**config.mk**
```make
export PLATFORM = sky130hd
export DESIGN_NAME = polyunit_loader
export DESIGN_NICKNAME = d
export VERILOG_FILES = /design/src/rtl/polyunit_loader.sv
export SDC_FILE = /design/constraint.sdc
export NUM_CORES = 1
export LEC_CHECK = 0
export BUFFER_PORTS_ARGS = -buffer_cell sky130_fd_sc_hd__buf_2
export CAP_MARGIN = 10
export CORE_MARGIN = 2
export CORE_UTILIZATION = 45
export CTS_BUF_LIST = sky130_fd_sc_hd__clkbuf_4 sky130_fd_sc_hd__clkbuf_8 sky130_fd_sc_hd__clkbuf_16
export DETAILED_ROUTE_END_ITERATION = 6
export GPL_TIMING_DRIVEN = 0
export HOLD_SLACK_MARGIN = 0.1
export PLACE_DENSITY = 0.66
export SYNTH_ARGS = -nofsm -noshare
export SYNTH_HDL_FRONTEND = slang
export SYNTH_SLANG_ARGS = --single-unit
```
**constraint.sdc**
```tcl
create_clock -name clk -period 4.8 [get_ports clk]
set_input_delay 0.24 -clock clk [delete_from_list [all_inputs] [get_ports clk]]
set_output_delay 0.24 -clock clk [all_outputs]
set_load 0.02 [all_outputs]
```
**src/rtl/polyunit_loader.sv**
```systemverilog
// Data-input stage of the polynomial unit: reduces 12-bit coefficients mod Q,
// packs four per RAM word and writes one full polynomial through the RAM write port.
module polyunit_loader #(
    parameter int WID    = 12,
    parameter int DWID   = 48,
    parameter int ADDWID = 6,
    parameter int NCOEF  = 256,
    parameter int Q      = 3329
) (
    input  logic              clk,
    input  logic              rst,
    input  logic              start,
    input  logic              clr,
    input  logic [WID-1:0]    coef_in,
    input  logic              coef_vld,
    output logic              coef_rdy,
    output logic              wren,
    output logic [ADDWID-1:0] wradd,
    output logic [DWID-1:0]   wrdata,
    output logic              busy,
    output logic              done
);

    // state | meaning
    // IDLE  | waiting for start; coef_rdy low
    // LOAD  | accepting coefficients, writing a word on every lane-3 beat
    // LAST  | final word written this cycle; done pulses
    typedef enum logic [1:0] {IDLE, LOAD, LAST} state_t;

    localparam int CW = $clog2(NCOEF);

    state_t                state, state_nxt;
    logic [CW-1:0]         cnt;
    logic [DWID-WID-1:0]   stage;
    logic [WID-1:0]        red;
    logic                  accept;
    logic                  last_beat;
    logic                  lane3;
    logic                  rdy_nxt, busy_nxt, done_nxt, wr_nxt;

    // coef_rdy is a registered copy of (state == LOAD), so it doubles as the accept qualifier
    assign accept    = coef_vld & coef_rdy;
    assign lane3     = (cnt[1:0] == 2'd3);
    assign last_beat = accept && (cnt == CW'(NCOEF - 1));
    assign red       = (coef_in >= WID'(Q)) ? coef_in - WID'(Q) : coef_in;

    always_ff @(posedge clk or negedge rst) begin
        if (!rst) state <= IDLE;
        else      state <= state_nxt;
    end

    always_comb begin
        state_nxt = state;
        if (clr) begin
            state_nxt = IDLE;
        end else begin
            case (state)
                IDLE:    if (start) state_nxt = LOAD;
                LOAD:    if (last_beat) state_nxt = LAST;
                LAST:    state_nxt = IDLE;
                default: state_nxt = IDLE;
            endcase
        end
    end

    always_comb begin
        rdy_nxt  = (state_nxt == LOAD);
        busy_nxt = (state_nxt != IDLE);
        done_nxt = (state_nxt == LAST);
        wr_nxt   = accept & ~clr & lane3;
    end

    always_ff @(posedge clk or negedge rst) begin
        if (!rst) begin
            coef_rdy <= 1'b0;
            busy     <= 1'b0;
            done     <= 1'b0;
            wren     <= 1'b0;
            wradd    <= '0;
            wrdata   <= '0;
            cnt      <= '0;
            stage    <= '0;
        end else begin
            coef_rdy <= rdy_nxt;
            busy     <= busy_nxt;
            done     <= done_nxt;
            wren     <= wr_nxt;
            if (clr || (state == IDLE && start)) begin
                cnt   <= '0;
                stage <= '0;
            end else if (accept) begin
                cnt <= cnt + CW'(1);
                case (cnt[1:0])
                    2'd0: stage[WID-1:0]       <= red;
                    2'd1: stage[2*WID-1:WID]   <= red;
                    2'd2: stage[3*WID-1:2*WID] <= red;
                    default: begin
                        wrdata <= {red, stage};
                        wradd  <= ADDWID'(cnt >> 2);
                    end
                endcase
            end
        end
    end

endmodule

```
==> flow_summary.html, run 1 <==
<table>
<tr><th>Metric</th><th>Value</th></tr>
<tr><th colspan="2">Logic synthesis</th></tr>
<tr><td>Most instantiated flip-flop cell in the synthesis netlist</td><td>sky130_fd_sc_hd__dfrtp_1</td></tr>
<tr><td>Synth Cell Area</td><td>around 4400 um2</td></tr>
<tr><td>Leading post-synthesis cells by cell area</td><td>sky130_fd_sc_hd__dfrtp_1 60%, sky130_fd_sc_hd__nand2_1 13%, sky130_fd_sc_hd__o21ai_0 4.3%</td></tr>
<tr><td>Total nets after synthesis</td><td>483</td></tr>
<tr><td>Count of synthesis-stage warnings from yosys</td><td>0</td></tr>
<tr><td>Distinct cells, synth</td><td>38</td></tr>
<tr><td>Flops &amp; latches, synth</td><td>between 100 and 150</td></tr>
<tr><td>Cells after synthesis</td><td>459</td></tr>
<tr><td>Average size of a mapped cell</td><td>9.49 um2</td></tr>
<tr><td>Number of enable-type register cells in the synthesized netlist</td><td>0</td></tr>
<tr><td>Post-synth ARST share</td><td>100%</td></tr>
<tr><td>Cell taking the most area after synthesis</td><td>sky130_fd_sc_hd__dfrtp_1</td></tr>
<tr><td>Portion of the post-synthesis area used by sequential elements</td><td>between 50% and 60%</td></tr>
<tr><td>Area fraction of the dominant cell type after synthesis</td><td>59.8%</td></tr>
<tr><th colspan="2">Routing</th></tr>
<tr><td>Remaining routing DRC violations</td><td>0</td></tr>
<tr><td>Starting DRT DRC Count</td><td>237</td></tr>
<tr><td>Total number of vias</td><td>3457</td></tr>
<tr><td>Overall routed net length</td><td>9860 um</td></tr>
<tr><td>Routed vias/inst</td><td>5.08</td></tr>
<tr><td>Wire per inst</td><td>14.5 um</td></tr>
<tr><td>Number of iterations in the first detailed-routing pass</td><td>5</td></tr>
<tr><td>Routed Antenna Nets</td><td>0</td></tr>
<tr><th colspan="2">Cells and area</th></tr>
<tr><td>Number of standard cells in the layout, taps in and fillers out</td><td>just under 700</td></tr>
<tr><td>Core Util, Final</td><td>roughly 55%</td></tr>
<tr><td>Ant. Diodes</td><td>0</td></tr>
<tr><td>Design area</td><td>~5100 um2</td></tr>
<tr><td>Layout cell share with drive strength beyond 1</td><td>20.3%</td></tr>
<tr><td>Area growth from synthesis to final layout</td><td>17.5%</td></tr>
<tr><td># nets final</td><td>about 570</td></tr>
<tr><th colspan="2">Setup path</th></tr>
<tr><td>Critical Path Source Type</td><td>flip-flop</td></tr>
<tr><td>Maximum fanout along the worst path</td><td>10</td></tr>
<tr><td>Class of the most critical setup path</td><td>reg -&gt; reg</td></tr>
<tr><td>Critical Path Slowest Stage Cell</td><td>sky130_fd_sc_hd__dfrtp_1</td></tr>
<tr><td>Worst endpoint data arrival time</td><td>about 2300 ps</td></tr>
<tr><td>Maximum cell stage delay along the critical path</td><td>470 ps</td></tr>
<tr><td>Dominant cell type by count on the critical path</td><td>sky130_fd_sc_hd__clkbuf_1</td></tr>
<tr><td>Worst path cell trace</td><td>inv_1 &gt; ha_1 &gt; and3_1 &gt; clkbuf_1 &gt; clkbuf_1 &gt; o21ai_0 &gt; a21oi_1</td></tr>
<tr><td>Data required time at the worst endpoint</td><td>5090 ps</td></tr>
<tr><td>Endpoint class of the critical path</td><td>flip-flop</td></tr>
<tr><th colspan="2">Clocking</th></tr>
<tr><td>Root cell of the clock tree</td><td>sky130_fd_sc_hd__clkbuf_8</td></tr>
<tr><td>Clock insertion delay at the later pin of the skew report</td><td>around 370 ps</td></tr>
<tr><td>H-tree depth</td><td>3</td></tr>
<tr><td>Sinks on the clock net</td><td>104</td></tr>
<tr><td>Max Buffers Root-to-Sink</td><td>2</td></tr>
<tr><td>Clock tree from TritonCTS</td><td>yes</td></tr>
<tr><td># resized after CTS</td><td>0</td></tr>
<tr><td>Num CTS Buffers</td><td>9</td></tr>
<tr><td>Clock transition time at the flip-flop clock pins of the worst setup and hold paths</td><td>~100 ps</td></tr>
<tr><th colspan="2">Floorplanning</th></tr>
<tr><td>Number of core rows</td><td>35</td></tr>
<tr><td>Area of the core</td><td>9330 um2</td></tr>
<tr><td>Chip Width</td><td>102 um</td></tr>
<tr><td>Top-level I/O count</td><td>75</td></tr>
<tr><td>Initial Util</td><td>46.7%</td></tr>
<tr><td>Die Y</td><td>between 100 and 150 um</td></tr>
<tr><td>Floorplan die area</td><td>10500 um2</td></tr>
<tr><th colspan="2">Global routing</th></tr>
<tr><td>Fraction of met1 tracks used by global routing</td><td>30.0%</td></tr>
<tr><td>Combined global-route utilization of all metal layers</td><td>20.1%</td></tr>
<tr><td>Busiest metal layer after global routing</td><td>met1</td></tr>
<tr><td>Total global routing overflow</td><td>0</td></tr>
<tr><td>GR met2 Demand/Resource</td><td>between 20% and 30%</td></tr>
<tr><td>Vias in the first global route</td><td>3260</td></tr>
<tr><td>Largest net degree at the start of global routing</td><td>68</td></tr>
<tr><td>Wire length of the first global-routing pass</td><td>approximately 16000 um</td></tr>
<tr><td>Antenna violations before repair</td><td>0</td></tr>
<tr><td>Met3 layer usage reported by global route</td><td>3.15%</td></tr>
<tr><th colspan="2">Place</th></tr>
<tr><td>Pre-CTS worst setup slack</td><td>2620 ps</td></tr>
<tr><td>Placer congestion estimate</td><td>0.926</td></tr>
<tr><td>Area after detailed placement</td><td>4920 um2</td></tr>
<tr><td>Final HPWL DP</td><td>7140 um</td></tr>
<tr><td>Input/output buffers</td><td>74</td></tr>
<tr><td>Placed Cells incl. Taps</td><td>663</td></tr>
<tr><th colspan="2">Timing</th></tr>
<tr><td>Total Neg Setup Slack</td><td>0 ps</td></tr>
<tr><td>Worst relative slew slack</td><td>between 50 and 60%</td></tr>
<tr><td>Final period util</td><td>a little over two fifths</td></tr>
<tr><td>Final Hold Fails</td><td>0</td></tr>
<tr><td>Final setup fails</td><td>0</td></tr>
<tr><td>Maximum operating frequency</td><td>497 MHz</td></tr>
<tr><td>Tightest Pin Transition</td><td>around 670 ps</td></tr>
<tr><td>Slew Viols, Final</td><td>0</td></tr>
<tr><td>Layout Skew</td><td>between 10 and 15 ps</td></tr>
<tr><td>Final worst slack</td><td>2790 ps</td></tr>
<tr><td>Shortest clock period the worst path allows after layout</td><td>a little over 2000 ps</td></tr>
<tr><td>Unrepaired setup endpoints after global routing</td><td>no</td></tr>
<tr><th colspan="2">Run</th></tr>
<tr><td>Max-cap violations</td><td>0</td></tr>
<tr><th colspan="2">Pwr</th></tr>
<tr><td>Power density relative to cell area</td><td>290 nW/um2</td></tr>
<tr><td>Leakage power</td><td>around 2.7 nW</td></tr>
<tr><td>Peak supply drop</td><td>0.152 mV</td></tr>
<tr><th colspan="2">Hold path</th></tr>
<tr><td>Worst hold path class</td><td>in -&gt; reg</td></tr>
<tr><th colspan="2">Outcome</th></tr>
<tr><td>Run status</td><td>complete, no violations</td></tr>
</table>
kinds of logic after synthesis:
family / Yosys count / share of synthesized area (%)
and+or+nand+nor: 218 / 21.6
DFF: 104 / 59.8
AOI/OAI and AO/OA: 88 / 11.2
buffers and inverters: 30 / 2.84
xor gates and xnor gates: 10 / 2.01
adders and majority gates: 7 / 2.01
muxes: 2 / 0.575
per-layer routing:
layer | vias up | routed length [um]
met5 | - | 0
met4 | 0 | 159
met3 | 11 | 548
met2 | 104 | 4300
met1 | 1649 | 4850
li1 | 1693 | -
worst paths after layout:
| check | from | endpoint | depth (start not counted) | slack (ps) |
|---|---|---|---|---|
| setup / recovery | cnt[0] | stage[9] | 7 | 2790 |
| hold / removal | start | busy | 3 | 160 |
| setup reg to reg | cnt[0] | stage[9] | 7 | 2790 |
| hold reg to reg | stage[26] | wrdata[26] | 2 | 470 |
| max in group asynchronous | rst | wrdata[19] | 3 | 3730 |
| min in group asynchronous | rst | cnt[4] | 2 | 380 |
state kept, by name, summed over array words and instances, names as in the netlist:
signal,cells
busy,1
cnt,8
coef_rdy,1
done,1
stage,36
state,2
wradd,6
wrdata,48
wren,1
synthesized netlist by cell type, drive strengths merged (4+ instances only):
master	count
nor2	18
clkbuf	13
buf	11
nand2	154
xor2	8
dfrtp	104
nand3	20
nor3b	4
o21ai	50
inv	6
ha	7
and3	4
a21oi	27
placed cells by master, fill, tap and decap left out, types with 3 or more instances in the layout:
cell / instances
sky130_fd_sc_hd__nand2_1: 154
sky130_fd_sc_hd__dfrtp_1: 104
sky130_fd_sc_hd__buf_2: 82
sky130_fd_sc_hd__o21ai_0: 37
sky130_fd_sc_hd__a21oi_1: 26
sky130_fd_sc_hd__nand3_1: 20
sky130_fd_sc_hd__nor2_1: 17
sky130_fd_sc_hd__clkbuf_1: 13
sky130_fd_sc_hd__o21ai_1: 12
sky130_fd_sc_hd__clkbuf_8: 9
sky130_fd_sc_hd__xor2_1: 8
sky130_fd_sc_hd__ha_1: 7
sky130_fd_sc_hd__inv_1: 6
sky130_fd_sc_hd__and3_1: 4
sky130_fd_sc_hd__nand4_1: 3
sky130_fd_sc_hd__nor3_1: 3
sky130_fd_sc_hd__nor2b_1: 3
sky130_fd_sc_hd__nor3b_1: 3
sky130_fd_sc_hd__a211oi_1: 3
sky130_fd_sc_hd__or3_1: 3
critical path, delay by kind of cell, from the launching register on:
family / cells / cell delay [ps]
buffers and inverters: 3 / 790
flip-flops: 1 / 470
AO/OA/AOI/OAI: 2 / 330
adder cells (fa/ha/maj): 1 / 190
AND/OR/NAND/NOR: 1 / 160
timing repair:
action,in CTS,in global routing
setup buffers,0,0
setup endpoints to repair,0,0
hold buffers,2,0
endpoints found under the hold margin,40,0
area by class of cell:
| cell class | instances | area (um2) |
|---|---|---|
| well taps | 129 | 161 |
| clock inverters | 7 | 55.1 |
| flip-flops and latches | 104 | 2600 |
| repair buffers | 77 | 420 |
| inverters | 6 | 22.5 |
| plain buffers | 24 | 101 |
| fillers | 884 | 4210 |
| clock buffers | 9 | 124 |
| multi-input cells | 325 | 1630 |
report_power, final:
group          switching, mW  internal (mW)  total [mW]
clock                  0.308          0.193       0.501
sequential           0.00443          0.882       0.886
combinational         0.0698         0.0278      0.0976
through the flow:
step	hold WS (ps)	power (mW)
6_report	158	1.48
3_3_place_gp	449	0.995
5_1_grt	203	1.54
4_1_cts	152	1.50
2_1_floorplan	-55.6	0.947
3_5_place_dp	251	1.00
No activity file was read; power rests on OpenSTA's default activity.
==> run 2, diff against run 1 <==
- PLACE_DENSITY: 0.66 -> 0.69
- clock period: 4.8 -> 1.8 ns (I/O delays scaled with it)
==> run 2 against run 1 <==
Flip-flop and latch count did not move. Clock-buffer cell count unchanged. Critical endpoint is now wrdata[43]. Non-clock buffer count fell by 1. Via count is 2.7% higher. Die area stayed put. Combinational power grew to 2.7 times the previous value. Largest cell class unchanged.
==> flow_summary.html, run 2 (synthesis results as in run 1) <==
<table>
<tr><th>Metric</th><th>Value</th></tr>
<tr><th colspan="2">Outcome</th></tr>
<tr><td>Run status</td><td>complete, no violations</td></tr>
<tr><th colspan="2">Timing</th></tr>
<tr><td>Final Hold Fails</td><td>0 (unchanged)</td></tr>
<tr><td>WHS</td><td>170 ps (+12.2 ps)</td></tr>
<tr><td>Layout Skew</td><td>9.39 ps (-3.60 ps)</td></tr>
<tr><td>Tightest Pin Transition</td><td>557 ps (-114 ps)</td></tr>
<tr><td>Unrepaired setup endpoints after global routing</td><td>no</td></tr>
<tr><td>Slew Viols, Final</td><td>0 (unchanged)</td></tr>
<tr><td>Shortest clock period the worst path allows after layout</td><td>1690 ps</td></tr>
<tr><td>Final period util</td><td>94.2%</td></tr>
<tr><td>Worst relative slew slack</td><td>62.9% (+8.1 points)</td></tr>
<tr><td>Maximum operating frequency</td><td>590 MHz</td></tr>
<tr><td>Final setup fails</td><td>0 (unchanged)</td></tr>
<tr><th colspan="2">Floorplanning</th></tr>
<tr><td>Top-level I/O count</td><td>75 (unchanged)</td></tr>
<tr><td>Chip Width</td><td>102 um (unchanged)</td></tr>
<tr><td>Die Y</td><td>102 um (unchanged)</td></tr>
<tr><td>Area of the core</td><td>9330 um2 (unchanged)</td></tr>
<tr><td>Floorplan die area</td><td>10500 um2 (unchanged)</td></tr>
<tr><td>Initial Util</td><td>46.7% (unchanged)</td></tr>
<tr><td>Number of core rows</td><td>35 (unchanged)</td></tr>
<tr><th colspan="2">Cells and area</th></tr>
<tr><td># nets final</td><td>570 (-0.18%)</td></tr>
<tr><td>Flip-flop count of the largest register after layout</td><td>48 (unchanged)</td></tr>
<tr><td>Ant. Diodes</td><td>0 (unchanged)</td></tr>
<tr><td>Area taken by flip-flops and latches</td><td>2600 um2 (about the same)</td></tr>
<tr><td>Registers with the highest flip-flop counts</td><td>wrdata: 48 flops, stage: 36 flops, cnt: 8 flops</td></tr>
<tr><td>Design area</td><td>5180 um2 (+1.3%)</td></tr>
<tr><td>Register bank with the most flops</td><td>wrdata</td></tr>
<tr><td>Total of fill cells in the finished design</td><td>860 (-2.7%)</td></tr>
<tr><td>Most used cells in the layout excluding fill and tap cells</td><td>154 x sky130_fd_sc_hd__nand2_1, 103 x sky130_fd_sc_hd__dfrtp_1, 83 x sky130_fd_sc_hd__buf_2, 36 x sky130_fd_sc_hd__o21ai_0, 26 x sky130_fd_sc_hd__a21oi_1</td></tr>
<tr><td>Area of combinational cells with multiple inputs</td><td>1650 um2 (+1.1%)</td></tr>
<tr><td>Area growth from synthesis to final layout</td><td>19.0%</td></tr>
<tr><td>Most common cell after layout, fill and taps aside</td><td>sky130_fd_sc_hd__nand2_1</td></tr>
<tr><td>Layout cell share with drive strength beyond 1</td><td>22.7% (+2.4 points)</td></tr>
<tr><th colspan="2">Place</th></tr>
<tr><td>Placer congestion estimate</td><td>0.927 (about the same)</td></tr>
<tr><td>Area after detailed placement</td><td>4920 um2 (unchanged)</td></tr>
<tr><td>Final HPWL DP</td><td>7430 um (+4.0%)</td></tr>
<tr><td>Input/output buffers</td><td>74 (unchanged)</td></tr>
<tr><th colspan="2">Clocking</th></tr>
<tr><td>Root cell of the clock tree</td><td>sky130_fd_sc_hd__clkbuf_8</td></tr>
<tr><td>Sinks on the clock net</td><td>104 (unchanged)</td></tr>
<tr><td>Clock insertion delay at the later pin of the skew report</td><td>370 ps (about the same)</td></tr>
<tr><td>Clock tree from TritonCTS</td><td>yes</td></tr>
<tr><td>Buffers inserted by post-CTS timing repair</td><td>0 (unchanged)</td></tr>
<tr><td>Clock transition time at the flip-flop clock pins of the worst setup and hold paths</td><td>100 ps (about the same)</td></tr>
<tr><td>Num CTS Buffers</td><td>9 (unchanged)</td></tr>
<tr><td>H-tree depth</td><td>3 (unchanged)</td></tr>
<tr><td>Max Buffers Root-to-Sink</td><td>2 (unchanged)</td></tr>
<tr><th colspan="2">Global routing</th></tr>
<tr><td>Total global routing overflow</td><td>0 (unchanged)</td></tr>
<tr><td>Vias in the first global route</td><td>3389 (+4.0%)</td></tr>
<tr><td>Wire length of the first global-routing pass</td><td>16800 um (+4.2%)</td></tr>
<tr><td>Antenna violations before repair</td><td>0 (unchanged)</td></tr>
<tr><td>Combined global-route utilization of all metal layers</td><td>21.0% (+0.96 points)</td></tr>
<tr><td>Largest net degree at the start of global routing</td><td>63 (-7.4%)</td></tr>
<tr><th colspan="2">Routing</th></tr>
<tr><td>Routed vias/inst</td><td>5.22 (+2.9%)</td></tr>
<tr><td>Overall routed net length</td><td>10200 um (+3.7%)</td></tr>
<tr><td>Starting DRT DRC Count</td><td>187 (-21%)</td></tr>
<tr><td>Number of iterations in the first detailed-routing pass</td><td>5 (unchanged)</td></tr>
<tr><td>Total number of vias</td><td>3552 (+2.7%)</td></tr>
<tr><td>Remaining routing DRC violations</td><td>0 (unchanged)</td></tr>
<tr><td>Wire per inst</td><td>15.0 um (+3.9%)</td></tr>
<tr><td>Routed Antenna Nets</td><td>0 (unchanged)</td></tr>
<tr><th colspan="2">Pwr</th></tr>
<tr><td>Peak supply drop</td><td>0.481 mV (+220%)</td></tr>
<tr><td>Power density relative to cell area</td><td>799 nW/um2 (+180%)</td></tr>
<tr><td>Leakage power</td><td>2.75 nW (+1.4%)</td></tr>
<tr><td>Post-layout power</td><td>4.14 mW (+180%)</td></tr>
<tr><th colspan="2">Setup path</th></tr>
<tr><td>Critical Path Source Type</td><td>input port</td></tr>
<tr><td>Maximum fanout along the worst path</td><td>6 (-4)</td></tr>
<tr><td>Data required time at the worst endpoint</td><td>2030 ps (-3060 ps)</td></tr>
<tr><td>Class of the most critical setup path</td><td>in -&gt; reg</td></tr>
<tr><td>Worst endpoint data arrival time</td><td>1930 ps (-370 ps)</td></tr>
<tr><td>Endpoint class of the critical path</td><td>flip-flop</td></tr>
<tr><th colspan="2">Run</th></tr>
<tr><td>Max-cap violations</td><td>0 (unchanged)</td></tr>
<tr><th colspan="2">Hold path</th></tr>
<tr><td>Worst hold path class</td><td>in -&gt; reg</td></tr>
</table>
## run 2: final timing paths
kind	from	to	slack, ps	cells past startpoint
setup / recovery	coef_in[10]	wrdata[43]	110	7
hold / removal	coef_in[7]	stage[31]	170	3
setup reg to reg	state[0]	cnt[0]	140	5
hold reg to reg	wrdata[14]	wrdata[14]	480	2
max in group asynchronous	rst	stage[18]	860	3
min in group asynchronous	rst	done	250	2
## run 2: metal layers
metal  vias up  GRT usage (%)  part of all wire, %
met3        13           3.35                  4.9
met2       106           32.0                   46
li1       1696              -                    -
met5         -              0                    0
met1      1737           31.0                   48
met4         0           7.08                  1.5
## run 2: final cells by class
type | count | area share [%]
plain buffers | 21 | 1.98
clock buffers | 9 | 2.39
clock inverters | 7 | 1.55
inverters | 6 | 0.435
multi-input cells | 325 | 31.8
flip-flops and latches | 104 | 50.3
well taps | 129 | 3.12
repair buffers | 79 | 8.50
## run 2: through the flow
stage	setup slack, ps	std cells	utilization, %	TNS, ps
floorplan	240	459	-	0
global placement	-401	662	52.4	-42390
detailed placement	-198	663	52.7	-2200
CTS	2.80	683	55.4	0
global route	9.55	680	55.5	0
finish	105	680	55.5	0
## run 2: repair_timing
item                       in CTS  in global routing
setup endpoints to repair      44                 75
hold buffers                    4                  0
resized for setup               7                  9
pin swaps                       0                  0
hold endpoints to repair       52                  0
## run 2: power breakdown
group	internal, mW	total (mW)	switching (mW)
sequential	2.35	2.36	0.0121
combinational	0.0784	0.266	0.187
clock	0.661	1.51	0.847
## run 2: worst max-delay path, cell delays in order
cell and delay, ps:
sky130_fd_sc_hd__dlygate4sd3_1 510, sky130_fd_sc_hd__buf_2 180, sky130_fd_sc_hd__o211ai_2 170, sky130_fd_sc_hd__a21oi_2 310
sky130_fd_sc_hd__o211ai_2 120, sky130_fd_sc_hd__xor2_1 400, sky130_fd_sc_hd__o21ai_1 140
